==> src/rtl/unified_mem_arbiter_if.sv <==
// unified_mem_arbiter_if
//   Bundles the three requester channels (fetch, data read, data write), the
//   single-port memory hookup and the sticky address-error flag of
//   unified_mem_arbiter.
//   modport slave  : the arbiter side (takes requests, drives grants/memory)
//   modport master : the core + memory side (drives requests, memory data)
interface unified_mem_arbiter_if;
  logic        if_req;
  logic [31:0] if_addr;
  logic        if_gnt;
  logic        if_rvalid;
  logic [31:0] if_rdata;

  logic        dr_req;
  logic [31:0] dr_addr;
  logic        dr_gnt;
  logic        dr_rvalid;
  logic [31:0] dr_rdata;

  logic        dw_req;
  logic [31:0] dw_addr;
  logic [31:0] dw_data;
  logic [3:0]  dw_byte;
  logic        dw_gnt;

  logic        mem_read_ready;
  logic [29:0] mem_read_address;
  logic [31:0] mem_read_data;
  logic        mem_write_ready;
  logic [29:0] mem_write_address;
  logic [31:0] mem_write_data;
  logic [3:0]  mem_write_byte;

  logic        addr_err;

  modport slave (
    input  if_req, if_addr, dr_req, dr_addr,
    input  dw_req, dw_addr, dw_data, dw_byte,
    input  mem_read_data,
    output if_gnt, if_rvalid, if_rdata,
    output dr_gnt, dr_rvalid, dr_rdata,
    output dw_gnt,
    output mem_read_ready, mem_read_address,
    output mem_write_ready, mem_write_address, mem_write_data, mem_write_byte,
    output addr_err
  );

  modport master (
    output if_req, if_addr, dr_req, dr_addr,
    output dw_req, dw_addr, dw_data, dw_byte,
    output mem_read_data,
    input  if_gnt, if_rvalid, if_rdata,
    input  dr_gnt, dr_rvalid, dr_rdata,
    input  dw_gnt,
    input  mem_read_ready, mem_read_address,
    input  mem_write_ready, mem_write_address, mem_write_data, mem_write_byte,
    input  addr_err
  );
endinterface

==> src/rtl/unified_mem_arbiter.sv <==
// unified_mem_arbiter
//   Shares one single-access-per-cycle memory between instruction fetch,
//   data read and data write. Grants are combinational in the request cycle;
//   read data returns to the owning requester one cycle later with an rvalid
//   strobe, and each rdata output holds its last returned value.
//   Priority dw > dr > if, with fetch forced through after STARVE_LIMIT
//   consecutive denied cycles.
//   Build option: define UNIFIED_MEM_ARBITER_RR_EN to replace the starvation
//   counter with dr/if round-robin on ties (dw keeps absolute priority).
// Ports:
//   clk    : clock
//   reset  : asynchronous, active-low reset
//   bus    : unified_mem_arbiter_if.slave (requesters, memory port, addr_err)
//
// Read-owner FSM:
//   state     | meaning
//   OWN_NONE  | no read in flight, no rvalid this cycle
//   OWN_IF    | fetch read issued last cycle, return data to fetch
//   OWN_DR    | data read issued last cycle, return data to data read
module unified_mem_arbiter #(
  parameter int MEMSIZE      = 131072,
  parameter int STARVE_LIMIT = 4
) (
  input logic                  clk,
  input logic                  reset,
  unified_mem_arbiter_if.slave bus
);

  localparam int ADDR_BITS = $clog2(MEMSIZE);

  typedef enum logic [1:0] {OWN_NONE, OWN_IF, OWN_DR} owner_t;

  owner_t      owner_q, owner_d;
  logic        if_gnt, dr_gnt, dw_gnt, rd_gnt;
  logic [31:0] gaddr;
  logic [31:0] if_rdata_q, dr_rdata_q;
  logic        addr_err_q;
  logic        unused_addr_lsbs;

  // Grants are forced low while reset is asserted.
`ifdef UNIFIED_MEM_ARBITER_RR_EN
  logic last_if_q;  // 1: fetch won the most recent dr/if tie
  logic tie;

  assign tie = bus.if_req && bus.dr_req && !bus.dw_req;

  always_comb begin
    dw_gnt = reset && bus.dw_req;
    dr_gnt = 1'b0;
    if_gnt = 1'b0;
    if (reset && !bus.dw_req) begin
      if (tie) begin
        dr_gnt = last_if_q;
        if_gnt = !last_if_q;
      end else begin
        dr_gnt = bus.dr_req;
        if_gnt = bus.if_req;
      end
    end
  end

  always_ff @(posedge clk or negedge reset) begin
    if (!reset)   last_if_q <= 1'b1;
    else if (tie) last_if_q <= if_gnt;
  end
`else
  logic [3:0] starve_cnt;
  logic       force_if;

  assign force_if = bus.if_req && (starve_cnt == 4'(STARVE_LIMIT));

  always_comb begin
    dw_gnt = reset && bus.dw_req && !force_if;
    dr_gnt = reset && bus.dr_req && !bus.dw_req && !force_if;
    if_gnt = reset && bus.if_req && (force_if || (!bus.dw_req && !bus.dr_req));
  end

  always_ff @(posedge clk or negedge reset) begin
    if (!reset)
      starve_cnt <= 4'd0;
    else if (!bus.if_req || if_gnt)
      starve_cnt <= 4'd0;
    else if (starve_cnt != 4'(STARVE_LIMIT))
      starve_cnt <= starve_cnt + 4'd1;
  end
`endif

  assign rd_gnt = if_gnt || dr_gnt;

  always_comb begin
    gaddr = 32'd0;
    if (if_gnt)      gaddr = bus.if_addr;
    else if (dr_gnt) gaddr = bus.dr_addr;
    else if (dw_gnt) gaddr = bus.dw_addr;
  end

  // Byte offset is irrelevant to a word-wide memory.
  assign unused_addr_lsbs = ^gaddr[1:0];

  assign bus.if_gnt            = if_gnt;
  assign bus.dr_gnt            = dr_gnt;
  assign bus.dw_gnt            = dw_gnt;
  assign bus.mem_read_ready    = rd_gnt;
  assign bus.mem_read_address  = rd_gnt ? gaddr[31:2] : 30'd0;
  assign bus.mem_write_ready   = dw_gnt;
  assign bus.mem_write_address = dw_gnt ? gaddr[31:2] : 30'd0;
  assign bus.mem_write_data    = dw_gnt ? bus.dw_data : 32'd0;
  assign bus.mem_write_byte    = dw_gnt ? bus.dw_byte : 4'd0;

  // Out-of-range flag is sticky; the access itself is still issued.
  always_ff @(posedge clk or negedge reset) begin
    if (!reset)
      addr_err_q <= 1'b0;
    else if ((gaddr >> ADDR_BITS) != 32'd0)
      addr_err_q <= 1'b1;
  end

  assign bus.addr_err = addr_err_q;

  // Owner FSM: state register
  always_ff @(posedge clk or negedge reset) begin
    if (!reset) owner_q <= OWN_NONE;
    else        owner_q <= owner_d;
  end

  // Owner FSM: next state -- only the most recent read grant matters
  always_comb begin
    owner_d = OWN_NONE;
    if (if_gnt)      owner_d = OWN_IF;
    else if (dr_gnt) owner_d = OWN_DR;
  end

  // Owner FSM: outputs. Returning data passes straight through; the hold
  // registers keep it visible afterwards.
  always_comb begin
    bus.if_rvalid = (owner_q == OWN_IF);
    bus.dr_rvalid = (owner_q == OWN_DR);
    bus.if_rdata  = (owner_q == OWN_IF) ? bus.mem_read_data : if_rdata_q;
    bus.dr_rdata  = (owner_q == OWN_DR) ? bus.mem_read_data : dr_rdata_q;
  end

  always_ff @(posedge clk or negedge reset) begin
    if (!reset) begin
      if_rdata_q <= 32'd0;
      dr_rdata_q <= 32'd0;
    end else begin
      if (owner_q == OWN_IF) if_rdata_q <= bus.mem_read_data;
      if (owner_q == OWN_DR) dr_rdata_q <= bus.mem_read_data;
    end
  end

endmodule

==> src/flat_wrapper.sv <==
// flat-port wrapper written by rule: the top's interface ports become plain ports
module unified_mem_arbiter_flat 
#(
  parameter int MEMSIZE      = 131072,
  parameter int STARVE_LIMIT = 4
)
  (clk, reset, bus_if_req, bus_if_addr, bus_dr_req, bus_dr_addr, bus_dw_req, bus_dw_addr, bus_dw_data, bus_dw_byte, bus_mem_read_data, bus_if_gnt, bus_if_rvalid, bus_if_rdata, bus_dr_gnt, bus_dr_rvalid, bus_dr_rdata, bus_dw_gnt, bus_mem_read_ready, bus_mem_read_address, bus_mem_write_ready, bus_mem_write_address, bus_mem_write_data, bus_mem_write_byte, bus_addr_err);
  unified_mem_arbiter_if bus_i ();
  input logic clk;
  input logic reset;
  input wire logic [$bits(bus_i.if_req)-1:0] bus_if_req;
  input wire logic [$bits(bus_i.if_addr)-1:0] bus_if_addr;
  input wire logic [$bits(bus_i.dr_req)-1:0] bus_dr_req;
  input wire logic [$bits(bus_i.dr_addr)-1:0] bus_dr_addr;
  input wire logic [$bits(bus_i.dw_req)-1:0] bus_dw_req;
  input wire logic [$bits(bus_i.dw_addr)-1:0] bus_dw_addr;
  input wire logic [$bits(bus_i.dw_data)-1:0] bus_dw_data;
  input wire logic [$bits(bus_i.dw_byte)-1:0] bus_dw_byte;
  input wire logic [$bits(bus_i.mem_read_data)-1:0] bus_mem_read_data;
  output wire logic [$bits(bus_i.if_gnt)-1:0] bus_if_gnt;
  output wire logic [$bits(bus_i.if_rvalid)-1:0] bus_if_rvalid;
  output wire logic [$bits(bus_i.if_rdata)-1:0] bus_if_rdata;
  output wire logic [$bits(bus_i.dr_gnt)-1:0] bus_dr_gnt;
  output wire logic [$bits(bus_i.dr_rvalid)-1:0] bus_dr_rvalid;
  output wire logic [$bits(bus_i.dr_rdata)-1:0] bus_dr_rdata;
  output wire logic [$bits(bus_i.dw_gnt)-1:0] bus_dw_gnt;
  output wire logic [$bits(bus_i.mem_read_ready)-1:0] bus_mem_read_ready;
  output wire logic [$bits(bus_i.mem_read_address)-1:0] bus_mem_read_address;
  output wire logic [$bits(bus_i.mem_write_ready)-1:0] bus_mem_write_ready;
  output wire logic [$bits(bus_i.mem_write_address)-1:0] bus_mem_write_address;
  output wire logic [$bits(bus_i.mem_write_data)-1:0] bus_mem_write_data;
  output wire logic [$bits(bus_i.mem_write_byte)-1:0] bus_mem_write_byte;
  output wire logic [$bits(bus_i.addr_err)-1:0] bus_addr_err;
  assign bus_i.if_req = bus_if_req;
  assign bus_i.if_addr = bus_if_addr;
  assign bus_i.dr_req = bus_dr_req;
  assign bus_i.dr_addr = bus_dr_addr;
  assign bus_i.dw_req = bus_dw_req;
  assign bus_i.dw_addr = bus_dw_addr;
  assign bus_i.dw_data = bus_dw_data;
  assign bus_i.dw_byte = bus_dw_byte;
  assign bus_i.mem_read_data = bus_mem_read_data;
  assign bus_if_gnt = bus_i.if_gnt;
  assign bus_if_rvalid = bus_i.if_rvalid;
  assign bus_if_rdata = bus_i.if_rdata;
  assign bus_dr_gnt = bus_i.dr_gnt;
  assign bus_dr_rvalid = bus_i.dr_rvalid;
  assign bus_dr_rdata = bus_i.dr_rdata;
  assign bus_dw_gnt = bus_i.dw_gnt;
  assign bus_mem_read_ready = bus_i.mem_read_ready;
  assign bus_mem_read_address = bus_i.mem_read_address;
  assign bus_mem_write_ready = bus_i.mem_write_ready;
  assign bus_mem_write_address = bus_i.mem_write_address;
  assign bus_mem_write_data = bus_i.mem_write_data;
  assign bus_mem_write_byte = bus_i.mem_write_byte;
  assign bus_addr_err = bus_i.addr_err;
  unified_mem_arbiter #(.MEMSIZE(MEMSIZE), .STARVE_LIMIT(STARVE_LIMIT)) u_core (.clk(clk), .reset(reset), .bus(bus_i));
endmodule
==> config.mk <==
export PLATFORM = sky130hd
export DESIGN_NAME = unified_mem_arbiter_flat
export DESIGN_NICKNAME = d
export VERILOG_FILES = /design/src/rtl/unified_mem_arbiter_if.sv /design/src/rtl/unified_mem_arbiter.sv /design/src/flat_wrapper.sv
export SDC_FILE = /design/constraint.sdc
export NUM_CORES = 1
export LEC_CHECK = 0
export CAP_MARGIN = 20
export CORE_AREA = 2 2 132 134
export DETAILED_ROUTE_END_ITERATION = 8
export DIE_AREA = 0 0 134 136
export DONT_BUFFER_PORTS = 1
export GPL_ROUTABILITY_DRIVEN = 0
export PLACE_DENSITY = 0.39
export SLEW_MARGIN = 5
export SYNTH_ARGS = -nofsm -noshare
export SYNTH_HDL_FRONTEND = slang
export SYNTH_SLANG_ARGS = --single-unit
==> constraint.sdc <==
create_clock -name clk -period 5.1 [get_ports clk]
set_input_delay 1.02 -clock clk [delete_from_list [all_inputs] [get_ports clk]]
set_output_delay 1.02 -clock clk [all_outputs]
set_load 0.05 [all_outputs]
==> impl_metrics.tcl, run 1 <==
set metrics [dict create \
    cp.required_ns 4.08 \
    h-tree-depth 3 \
    synth.distinct_cells 32 \
    worstRegToRegCells 7 \
    r2r_end "u_core.bus.addr_err$_DFFE_PN0P_" \
    grt_usage_pct 15.6 \
    ctsLongestPathBuffers 2 \
    pin_count 337 \
    hold_buffers 0 \
    postCtsSetupRepairBufs 0 \
    cp_max_fo 18 \
    drt_iter0_markers 84 \
    final_common_cell "dfrtp_1" \
    clk-insertion-delay-late_ns 0.33 \
    setup_viol 0 \
    portBuffers 0 \
    grt_pass1_wl_mm 19.9 \
    grt_pass1_vias 2680 \
    hold_path.class "in2async" \
    yosysWarnings 0 \
    syn2layout_area_growth_pct 14.6 \
    core_sq_um 16900 \
    yosys-top-cells-area "dfrtp_1 49%, mux2_2 20%, and2_1 11%" \
    slew_headroom_pct 34.0 \
    drive_gt1_share_pct 29.9 \
    endpoint_kind "primary output" \
    netlist_instances 319 \
    final-hold-violation-count 0 \
    firstDrtPassIters 4 \
    r2r_slack_ns 2.09 \
    vias 2659 \
    period_needed_ns 4.24 \
    cts_sinks 71 \
    vias_per_cell 4.82 \
    cts_resized 0 \
    fp.dieH_um 136 \
    start_util_pct 21.6 \
    hold-worst-slack_ns 0.384 \
    avgSynthCellArea_sq_um 11.4 \
    worst_pin_slew_ns 0.987 \
    multiInputGateArea_sq_um 1720 \
    yosysSeqAreaShare_pct 48.7 \
    remaining_drc_errors 0 \
    synth_seq_cells 71 \
    critPathKind "reg2out" \
    die_area_sq_um 18200 \
    final.setup.worst_slack_ns 0.862 \
    dp_slack_ns 1.22 \
    grt_max_degree 75 \
    cp-startpoint "u_core.starve_cnt[0]$_DFFE_PN0P_" \
    cts_tree "done" \
    grt-ovfl-total 0 \
    rsz0062_at_grt "no" \
    dp_hpwl_mm 12.3 \
    num_rows 48 \
    regArea_sq_um 1780 \
    max_freq_ghz 0.236 \
    power_density_nw_per_um2 584 \
    status "finished clean" \
    cts_root_buffer "clkbuf_16" \
    skew_ns 0.00646 \
    die_x_um 134 \
    synth_largest_area_cell "dfrtp_1" \
    final_cell_mix "71 x dfrtp_1, 66 x and2_1, 64 x mux2_2" \
    antenna_found_initial 12 \
    maxCapViolations 0 \
    wirelength_mm 14.9 \
    cts_buffers 9 \
    p_leak_nw 1.70 \
    nFillCells 1784 \
    finalMaxSlewViolations 0 \
    start_kind "flip-flop" \
    cts.reportedPaths.clkPinSlew_ns 0.06 \
    setup_tns_ns 0 \
    fin_util_pct 24.8 \
    netlist_area_sq_um 3640 \
    wl_per_cell_um 27.0 \
    r2r_start "u_core.starve_cnt[0]$_DFFE_PN0P_" \
    syn_nets 490 \
    cp.arrival_ns 3.22 \
    synth.top_cell.area_share_pct 48.7 \
    antenna_left 0 \
    fin_crit_sh_pct 83.1 \
    nets 487 \
    irDropWorstVdd_v 0.000260 \
]
[registers in the layout, summed over array words and instances, names as in the netlist]
register             flops
u_core.if_rdata_q       32
u_core.starve_cnt        4
u_core.dr_rdata_q       32
u_core.owner_q           2
u_core.bus.addr_err      1
[synthesized netlist by cell type]
cell,n
dfrtp_1,71
and2_1,66
mux2_2,64
nor2_1,19
a22o_1,15
o22ai_1,15
nor4_1,9
buf_2,8
clkbuf_1,7
inv_1,5
nand2_1,5
buf_6,4
a21oi_1,3
clkbuf_2,3
nand4_1,3
nor3_1,3
ha_1,2
nand3b_1,2
xnor2_1,2
a211o_1,1
a21oi_2,1
a22oi_1,1
and3b_1,1
buf_4,1
clkinv_4,1
inv_4,1
nand2b_1,1
nand3_1,1
nor2_4,1
nor2b_1,1
o211ai_4,1
o21ai_0,1
[layout make-up]
cell class / count / area share (%)
clock buffer: 9 / 5.39
tap: 225 / 6.74
sequential: 71 / 42.5
antenna: 6 / 0.359
timing repair buffer: 9 / 1.92
inverter: 7 / 0.809
clock inverter: 7 / 1.14
multi-input combinational: 218 / 41.1
[cell families after synthesis]
kind of cell,count (synthesis),synth area share [%]
and+or+nand+nor,112,17.7
DFF,71,48.7
muxes,64,19.8
AOI/OAI and AO/OA,38,8.00
buffers and inverters,30,4.60
xor gates and xnor gates,2,0.481
adders and majority gates,2,0.686
[critical path, cell delays in order, from the launching register on]
cell	delay, ns
dfrtp_1	0.41
inv_1	0.10
ha_1	0.20
and3b_1	0.38
a211o_1	0.62
clkinv_4	0.38
nor2_4	0.44
nor2_1	0.34
[power breakdown]
| group | switching, mW | total (mW) | internal [mW] |
|---|---|---|---|
| clock | 0.241 | 0.570 | 0.328 |
| combinational | 0.925 | 1.10 | 0.180 |
| sequential | 0.0403 | 0.764 | 0.723 |
| total | 1.21 | 2.44 | 1.23 |
[through the flow]
stage          instance area (sq um)  std cells  power, mW
3_3_place_gp                    3870        529       1.88
6_report                        4180        552       2.44
5_1_grt                         4170        550       2.54
4_1_cts                         4140        545       2.48
3_5_place_dp                    3870        529       1.89
2_1_floorplan                   3640        319       1.78
[how the worst max path moves through the flow]
stage                               endpoint  slack (ns)  cells past startpoint
floorplan           bus_mem_read_address[10]        1.71                      7
global placement    bus_mem_read_address[10]        1.30                      5
detailed placement   bus_mem_read_address[9]        1.22                      7
CTS                  bus_mem_read_address[9]        0.83                      7
global route         bus_mem_read_address[9]        0.64                      7
finish               bus_mem_read_address[9]        0.86                      7
[metal layers]
layer	GRT usage, %	vias to the layer above	routed length, um
li1	-	1112	-
met1	17.4	1293	5420
met2	25.6	211	7150
met3	7.90	37	1750
met4	5.97	6	520
met5	0	-	38
Power figures use the tool's default switching activity.
==> inputs of run 2 (changes only) <==
--- a/config.mk
+++ b/config.mk
@@ -11,7 +11,7 @@
 export DIE_AREA = 0 0 134 136
 export DONT_BUFFER_PORTS = 1
 export GPL_ROUTABILITY_DRIVEN = 0
-export PLACE_DENSITY = 0.39
+export PLACE_DENSITY = 0.4
 export SLEW_MARGIN = 5
 export SYNTH_ARGS = -nofsm -noshare
 export SYNTH_HDL_FRONTEND = slang
==> constraint.sdc (replaced) <==
create_clock -name clk -period 3.5 [get_ports clk]
set_input_delay 0.7 -clock clk [delete_from_list [all_inputs] [get_ports clk]]
set_output_delay 0.7 -clock clk [all_outputs]
set_load 0.05 [all_outputs]
==> impl_metrics.tcl, run 2 (synthesis gave the netlist of run 1 again) <==
set metrics [dict create \
    status "finished clean" \
    wl_per_cell_um 26.1 \
    cts.reportedPaths.clkPinSlew_ns 0.06 \
    grt_pass1_wl_mm 20.4 \
    period_needed_ns 3.34 \
    worst_path_max_delay_cell "and2_1" \
    wl_met3_mm 1.88 \
    power_density_nw_per_um2 869 \
    r2r_start "u_core.starve_cnt[0]$_DFFE_PN0P_" \
    antenna_found_initial 9 \
    setup_tns_ns 0 \
    die_x_um 134 \
    highest_layer "met5" \
    num_rows 48 \
    firstDrtPassIters 4 \
    remaining_drc_errors 0 \
    critPathMaxStageDelay_ns 0.57 \
    p_clk_share_pct 28.7 \
    cts_resized 0 \
    clk-insertion-delay-late_ns 0.33 \
    nFillCells 1767 \
    start_util_pct 21.6 \
    critPathKind "reg2out" \
    max_freq_ghz 0.300 \
    vias_per_cell 4.79 \
    rsz0062_at_grt "no" \
    cp.arrival_ns 2.64 \
    slew_headroom_pct 36.4 \
    syn2layout_area_growth_pct 21.5 \
    fin_area_sq_um 4430 \
    start_kind "flip-flop" \
    drive_gt1_share_pct 34.0 \
    p_leak_nw 1.86 \
    irDropWorstVdd_v 0.000288 \
    vias 2729 \
    wl_met1_mm 5.04 \
    h-tree-depth 3 \
    pwr-share-comb_pct 42.4 \
    dp_hpwl_mm 12.5 \
    drt_iter0_markers 124 \
    maxCapViolations 0 \
    final_cell_mix "71 x dfrtp_1, 66 x and2_1, 64 x mux2_2" \
    switching_power_mw 1.75 \
    ctsLongestPathBuffers 2 \
    path_delay_family "simple AND/OR/NAND/NOR gates" \
    antenna_left 0 \
    cp_cell_sequence "inv_1, ha_1, and3b_1, a21oi_4, buf_12, and2_1" \
    grt_max_degree 75 \
    regArea_sq_um 1780 \
    path_buf_inv 2 \
    r2r_end "u_core.bus.addr_err$_DFFE_PN0P_" \
    cp_max_fo 48 \
    die_area_sq_um 18200 \
    dr_wl_met2_mm 7.33 \
    grt_pass1_vias 2946 \
    cts_buffers 9 \
    grt-ovfl-total 0 \
    multiInputGateArea_sq_um 1720 \
    fin_crit_sh_pct 95.4 \
    cts_root_buffer "clkbuf_16" \
    nets 508 \
    skew_ns 0.00696 \
    fp.dieH_um 136 \
    finalMaxSlewViolations 0 \
    p_sw_share_pct 45.4 \
    worst_pin_slew_ns 0.953 \
    hold_path.class "in2async" \
    portBuffers 0 \
    top_regs "u_core.dr_rdata_q x32, u_core.if_rdata_q x32, u_core.starve_cnt x4" \
    core_sq_um 16900 \
    worstRegToRegCells 7 \
    cts_tree "done" \
    wirelength_mm 14.9 \
    hold-worst-slack_ns 0.0601 \
    final_common_cell "dfrtp_1" \
    setup_viol 0 \
    pin_count 337 \
    power.internal_mw 2.10 \
    r2r_slack_ns 1.08 \
    seqPwrFrac_pct 28.9 \
    final-hold-violation-count 0 \
    endpoint_kind "primary output" \
    cts_sinks 71 \
    place_area_sq_um 4040 \
    grt_usage_pct 15.9 \
    cp.required_ns 2.80 \
]
==> run 2: final cells by class <==
class	count	area share, %
well taps	225	6.36
inverters	7	0.763
multi-input cells	218	38.8
diodes	4	0.226
clock inverters	6	3.02
repair buffers	30	5.65
clock buffers	9	5.08
flip-flops and latches	71	40.1
==> run 2: routing by layer <==
layer  vias up  GRT usage, %
met5         -             0
met4         6          7.86
met3        37          8.84
met2       203          26.3
met1      1330          16.4
li1       1153             -
==> run 2: per-stage QoR <==
step	instances	total power [mW]	setup slack (ns)	utilization, %
2_1_floorplan	319	2.60	0.538	-
3_3_place_gp	550	2.75	0.597	23.9
3_5_place_dp	550	2.77	0.531	23.9
4_1_cts	565	3.91	0.158	26.1
5_1_grt	569	4.01	0.0121	26.2
6_report	570	3.85	0.163	26.2
==> run 2: worst max-delay path by stage <==
| stage | endpoint | slack, ns | start | cells after the start |
|---|---|---|---|---|
| 2_1_floorplan | bus_mem_read_address[10] | 0.54 | u_core.starve_cnt[0]$_DFFE_PN0P_ | 10 |
| 3_3_place_gp | bus_mem_write_byte[2] | 0.60 | u_core.starve_cnt[0]$_DFFE_PN0P_ | 6 |
| 3_5_place_dp | bus_mem_write_byte[2] | 0.53 | u_core.starve_cnt[0]$_DFFE_PN0P_ | 6 |
| 4_1_cts | bus_mem_write_byte[2] | 0.16 | u_core.starve_cnt[0]$_DFFE_PN0P_ | 6 |
| 5_1_grt | bus_mem_write_byte[2] | 0.01 | u_core.starve_cnt[0]$_DFFE_PN0P_ | 6 |
| 6_report | bus_mem_write_byte[2] | 0.16 | u_core.starve_cnt[0]$_DFFE_PN0P_ | 6 |
==> run 2: worst reg2reg max path, stage by stage (launching register included) <==
cell and delay [ns]:
dfrtp_1 0.40, inv_1 0.10, ha_1 0.20, and3b_1 0.37, a211o_1 0.25, clkinv_4 0.22
a22o_1 0.50, nand3b_1 0.26
==> run 2: what timing repair did <==
item	4_1_cts	5_1_grt
setup endpoints to repair	0	3
buffers inserted	0	1
hold buffers	0	0
==> run 2: power groups by stage <==
stage | Sequential [mW] | Clock, mW | Combinational (mW)
floorplan | 1.11 | 0 | 1.49
global placement | 1.12 | 0 | 1.63
detailed placement | 1.13 | 0 | 1.64
CTS | 1.12 | 1.15 | 1.65
global route | 1.14 | 1.19 | 1.69
finish | 1.11 | 1.11 | 1.63
==> inputs of run 3 (changes only) <==
==> constraint.sdc (replaced) <==
create_clock -name clk -period 3.5 [get_ports clk]
set_input_delay 0.7 -clock clk [delete_from_list [all_inputs] [get_ports clk]]
set_output_delay 0.7 -clock clk [all_outputs]
set_load 0.02 [all_outputs]
==> impl_metrics.tcl, run 3 (synthesis gave the netlist of run 1 again) <==
set metrics [dict create \
    status "finished clean" \
    final_common_cell "dfrtp_1" \
    setup_viol 0 \
    cts_buffers 9 \
    dp_slack_ns 0.454 \
    path_buf_inv 3 \
    final_cell_mix "71 x dfrtp_1, 66 x and2_1, 64 x mux2_2" \
    maxCapViolations 0 \
    wl_met1_mm 5.37 \
    finalMaxSlewViolations 0 \
    instances_no_fill 544 \
    drive_gt1_share_pct 28.0 \
    cp.arrival_ns 2.62 \
    antenna_left 0 \
    final.setup.worst_slack_ns 0.180 \
    skew_ns 0.00880 \
    num_rows 48 \
    fin_area_sq_um 4160 \
    portBuffers 0 \
    drt_iter0_markers 141 \
    core_sq_um 16900 \
    firstDrtPassIters 4 \
    die_area_sq_um 18200 \
    fin_util_pct 24.6 \
    top_regs "u_core.dr_rdata_q x32, u_core.if_rdata_q x32, u_core.starve_cnt x4" \
    critPathKind "reg2out" \
    slew_headroom_pct 33.9 \
    power_mw 2.93 \
    final-hold-violation-count 0 \
    path_delay_family "simple AND/OR/NAND/NOR gates" \
    cts_resized 0 \
    max_freq_ghz 0.301 \
    irDropWorstVdd_v 0.000302 \
    hold-worst-slack_ns 0.0618 \
    period_needed_ns 3.32 \
    endpoint_kind "primary output" \
    vias 2641 \
    hold_path.class "in2async" \
    grt-ovfl-total 0 \
    critPathMaxStageDelay_ns 0.47 \
    fp.dieH_um 136 \
    setup_tns_ns 0 \
    p_leak_nw 1.69 \
    cp_cell_sequence "inv_1, ha_1, and3b_1, a211o_1, clkinv_4, nor2_4, buf_12, nor2_1" \
    vias_per_cell 4.85 \
    cp_max_fo 18 \
    worst_path_max_delay_cell "a211o_1" \
    dp_hpwl_mm 12.5 \
    start_kind "flip-flop" \
    grt_pass1_wl_mm 20.2 \
    h-tree-depth 3 \
    antenna_found_initial 6 \
    cts_root_buffer "clkbuf_16" \
    power_density_nw_per_um2 705 \
    start_util_pct 21.6 \
    highest_layer "met5" \
    cts_tree "done" \
    die_x_um 134 \
    pin_count 337 \
    place_area_sq_um 3840 \
    cp.required_ns 2.80 \
    place_inst 525 \
    dr_wl_met2_mm 7.58 \
    rsz0062_at_grt "no" \
    grt_pass1_vias 2716 \
    cts.reportedPaths.clkPinSlew_ns 0.06 \
    r2r_slack_ns 1.06 \
    grt_usage_pct 15.9 \
    wl_per_cell_um 27.8 \
    fin_crit_sh_pct 94.9 \
    wl_met3_mm 1.70 \
    ctsLongestPathBuffers 2 \
    grt_max_degree 75 \
    nets 483 \
    syn2layout_area_growth_pct 14.1 \
    wirelength_mm 15.1 \
    cts_sinks 71 \
    remaining_drc_errors 0 \
    worst_pin_slew_ns 0.992 \
    clk-insertion-delay-late_ns 0.33 \
]
==> run 3: cell count changes in the layout (fill, tap and decap cells not counted), sizes merged <==
cell / previous run / this run
diode: 4 / 5
clkbuf: 9 / 12
clkinv: 3 / 1
buf: 30 / 5
bufinv: 4 / 1
==> run 3: worst register-to-register path: cells and delay by family, from the launching register on <==
kind | cells | cell delay, ns
AO/OA/AOI/OAI | 2 | 0.77
adder cells (fa/ha/maj) | 1 | 0.20
buffers and inverters | 2 | 0.36
flip-flops | 1 | 0.40
AND/OR/NAND/NOR | 2 | 0.59
==> run 3: final cells by class <==
cell class	instances	area (sq um)
well taps	225	282
multi-input cells	218	1720
clock buffers	12	256
flip-flops and latches	71	1780
clock inverters	1	30.0
diodes	5	12.5
inverters	7	33.8
fillers	1789	12700
repair buffers	5	50.0
==> run 3: routing by layer <==
| metal | track usage [%] | up-vias |
|---|---|---|
| met5 | 0 | - |
| met4 | 5.91 | 2 |
| li1 | - | 1097 |
| met2 | 27.1 | 184 |
| met1 | 17.0 | 1330 |
| met3 | 8.02 | 28 |
==> run 3: what timing repair did <==
item,in CTS,in global routing
hold buffers,0,0
hold endpoints to repair,0,0
buffers inserted,0,1
setup endpoints to repair,0,16
==> run 3: path summary, 6_finish.rpt <==
kind                                                        from                          endpoint  cells after the start
worst min register to register  u_core.starve_cnt[3]$_DFFE_PN0P_  u_core.starve_cnt[3]$_DFFE_PN0P_                      2
worst max register to register  u_core.starve_cnt[0]$_DFFE_PN0P_   u_core.bus.addr_err$_DFFE_PN0P_                      7
max in group asynchronous                                  reset   u_core.dr_rdata_q[13]$_DFF_PN0_                      0
worst max-delay path            u_core.starve_cnt[0]$_DFFE_PN0P_           bus_mem_read_address[6]                      8
worst min-delay path                                       reset       u_core.owner_q[1]$_DFF_PN0_                      0
min in group clk                u_core.starve_cnt[3]$_DFFE_PN0P_  u_core.starve_cnt[3]$_DFFE_PN0P_                      2
==> run 3: where the power goes <==
part	total, mW	internal (mW)	switching (mW)	leakage [nW]
Clock	0.906	0.579	0.327	0.141
Sequential	1.11	1.05	0.0592	0.845
Combinational	0.915	0.254	0.661	0.705
==> patch: new RTL, config.mk and constraints of run 3 <==
`MEMSIZE` is set to 131072 in 2 places; all go to 524288.
--- a/src/rtl/unified_mem_arbiter.sv
+++ b/src/rtl/unified_mem_arbiter.sv
@@ -20,3 +20,3 @@
 module unified_mem_arbiter #(
-  parameter int MEMSIZE      = 131072,
+  parameter int MEMSIZE      = 524288,
   parameter int STARVE_LIMIT = 4
--- a/src/flat_wrapper.sv
+++ b/src/flat_wrapper.sv
@@ -3,3 +3,3 @@
 #(
-  parameter int MEMSIZE      = 131072,
+  parameter int MEMSIZE      = 524288,
   parameter int STARVE_LIMIT = 4
Check against the original RTL: not equivalent (Yosys sat finds a counterexample within 4 cycles, from zero or initial values and one cycle with reset low).
==> patch against run 3 <==
  * Final area grew 1.3%
  * Largest power group unchanged
  * Hold slack lost 2.8 ps
  * Register-to-register slack gained 410 ps
  * Wire length shrank 22%
  * Setup slack gained 62 ps
  * Sequential cell count is the same
  * Combinational power shrank 1%
  * Power shrank 0.34%
  * Synthesized area grew 0.24%
  * Non-clock buffer count grew 4
  * Via count shrank 2.2%
  * Clock skew shrank 2.0 ps
==> patch: results (changes against run 3) <==
INFO  metric first_global_vias = 2523 (-7.1%)
INFO  metric maxSlewHeadroom = 39.3% (+5.5 points)
INFO  metric dp_hpwl = 9510 um (-24%)
INFO  metric yosys-top-cells-count = 71 x sky130_fd_sc_hd__dfrtp_1, 66 x sky130_fd_sc_hd__and2_1, 64 x sky130_fd_sc_hd__mux2_2, 26 x sky130_fd_sc_hd__nor2_1, 17 x sky130_fd_sc_hd__o22ai_1
INFO  metric postRouteWirelength = 11800 um (-22%)
INFO  metric static-leakage-power = 1.73 nW (+2.0%)
INFO  metric yosysSeqAreaShare = 48.6% (-0.12 points)
INFO  metric grt_first_pass_wirelength = 15900 um (-21%)
INFO  metric power.ir.vdd_worst = 287 uV (-5.0%)
INFO  metric viasPerCell = 4.72 (-2.9%)
INFO  metric result_of_the_run = finished, final reports clean
INFO  metric cp_max_fo = 19 (+1)
INFO  metric grt_antenna_before_repair = 2 (-4)
INFO  metric share_clk_of_total_power = 31.0% (about the same)
INFO  metric fraction_of_final_layout_cells_with_drive_strength_greater_than_1 = 29.5% (+1.5 points)
INFO  metric power.density_cell_area = 694 mW/mm^2 (-1.6%)
INFO  metric top_area_cells_in_the_synthesized_netlist = sky130_fd_sc_hd__dfrtp_1 49%, sky130_fd_sc_hd__mux2_2 20%, sky130_fd_sc_hd__and2_1 11%
INFO  metric synthesis.instances = 320 (+0.31%)
INFO  metric mapped_nets = 491 (+0.20%)
INFO  metric final-instance-count-excl-fill = 548 (+0.74%)
INFO  metric post-place-ws = 378 ps (-76.5 ps)
INFO  metric cts-htree-levels = 3 (unchanged)
INFO  metric groute.usage.overall = 11.9% (-4.0 points)
INFO  metric cpPeakStageDelay = 390 ps (-80 ps)
INFO  metric fillers = 1794 (+0.28%)
INFO  metric critical-path-slowest-cell = sky130_fd_sc_hd__nor2_1
INFO  metric cp.arrival = 2560 ps (-60 ps)
INFO  metric detailedRoute.firstIterationViolations = 166 (+18%)
INFO  metric net-switching-power = 0.00106 W (+0.88%)
INFO  metric timing.clock.skew = 6.80 ps (-2.00 ps)
INFO  metric combPwrFrac = 31.0% (-0.2 points)
[patch: cell types whose count changed after synthesis, moves of 2 or more]
cell	run 3	this run
sky130_fd_sc_hd__nor2_1	19	26
sky130_fd_sc_hd__nor4_1	9	6
sky130_fd_sc_hd__a22o_1	15	13
sky130_fd_sc_hd__clkbuf_2	3	1
sky130_fd_sc_hd__nand3b_1	2	0
sky130_fd_sc_hd__o22ai_1	15	17
[patch: worst reg2reg max path: stages, from the launching register on]
cell and delay [ps]:
sky130_fd_sc_hd__dfrtp_1 390, sky130_fd_sc_hd__inv_1 100, sky130_fd_sc_hd__ha_1 160, sky130_fd_sc_hd__and3b_1 390, sky130_fd_sc_hd__a211o_1 180, sky130_fd_sc_hd__buf_4 260, sky130_fd_sc_hd__clkinv_8 160, sky130_fd_sc_hd__a22oi_1 190
sky130_fd_sc_hd__nand2_1 80
[patch: cell type report]
cell class / instances / share of cell area (%)
antenna: 1 / 0.0594
clock buffer: 10 / 5.44
clock inverter: 6 / 1.66
inverter: 7 / 0.980
multi-input combinational: 219 / 40.5
sequential: 71 / 42.2
tap: 225 / 6.68
timing repair buffer: 9 / 2.49
[patch: metal layers]
layer | global-route usage, % | share of wire (%) | vias to the layer above | wire (um)
li1 | - | - | 1099 | -
met1 | 14.0 | 38 | 1270 | 4480
met2 | 19.8 | 49 | 197 | 5790
met3 | 4.44 | 11 | 18 | 1290
met4 | 4.67 | 2.2 | 0 | 260
met5 | 0 | 0 | - | 0
[patch: worst paths after layout]
| kind | to | slack (ps) | depth (start not counted) |
|---|---|---|---|
| worst max-delay path | bus_mem_read_address[8] | 240 | 9 |
| worst min-delay path | u_core.starve_cnt[0] | 60 | 0 |
| worst max register to register | u_core.bus.addr_err | 1470 | 8 |
| worst min register to register | u_core.starve_cnt[3] | 550 | 2 |
| max in group asynchronous | u_core.bus.addr_err | 3320 | 0 |
| min in group clk | u_core.starve_cnt[3] | 550 | 2 |
[patch: cell families (layout without fill, tap and decap cells)]
family	Yosys count	count (layout)	share of synthesized area [%]
flip-flops	71	71	48.6
AND/OR/NAND/NOR	114	114	17.5
AO/OA/AOI/OAI	36	36	7.77
XOR/XNOR	2	2	0.480
multiplexers	65	65	20.0
other	0	1	0
buffers and inverters	30	32	4.93
adder cells (fa/ha/maj)	2	2	0.685
[patch: through the flow]
stage                     hold WS [ps]  cell area (um^2)
after floorplan                    404              3650
after global placement             406              3840
after detailed placement           406              3840
after CTS                         37.2              4140
after global routing              35.1              4210
final                             59.0              4210
[patch: timing repair]
| action | in CTS | in global routing |
|---|---|---|
| setup endpoints to repair | 1 | 18 |
| buffers inserted | 0 | 6 |
| pin swaps | 1 | 2 |
| gates resized for setup | 0 | 0 |
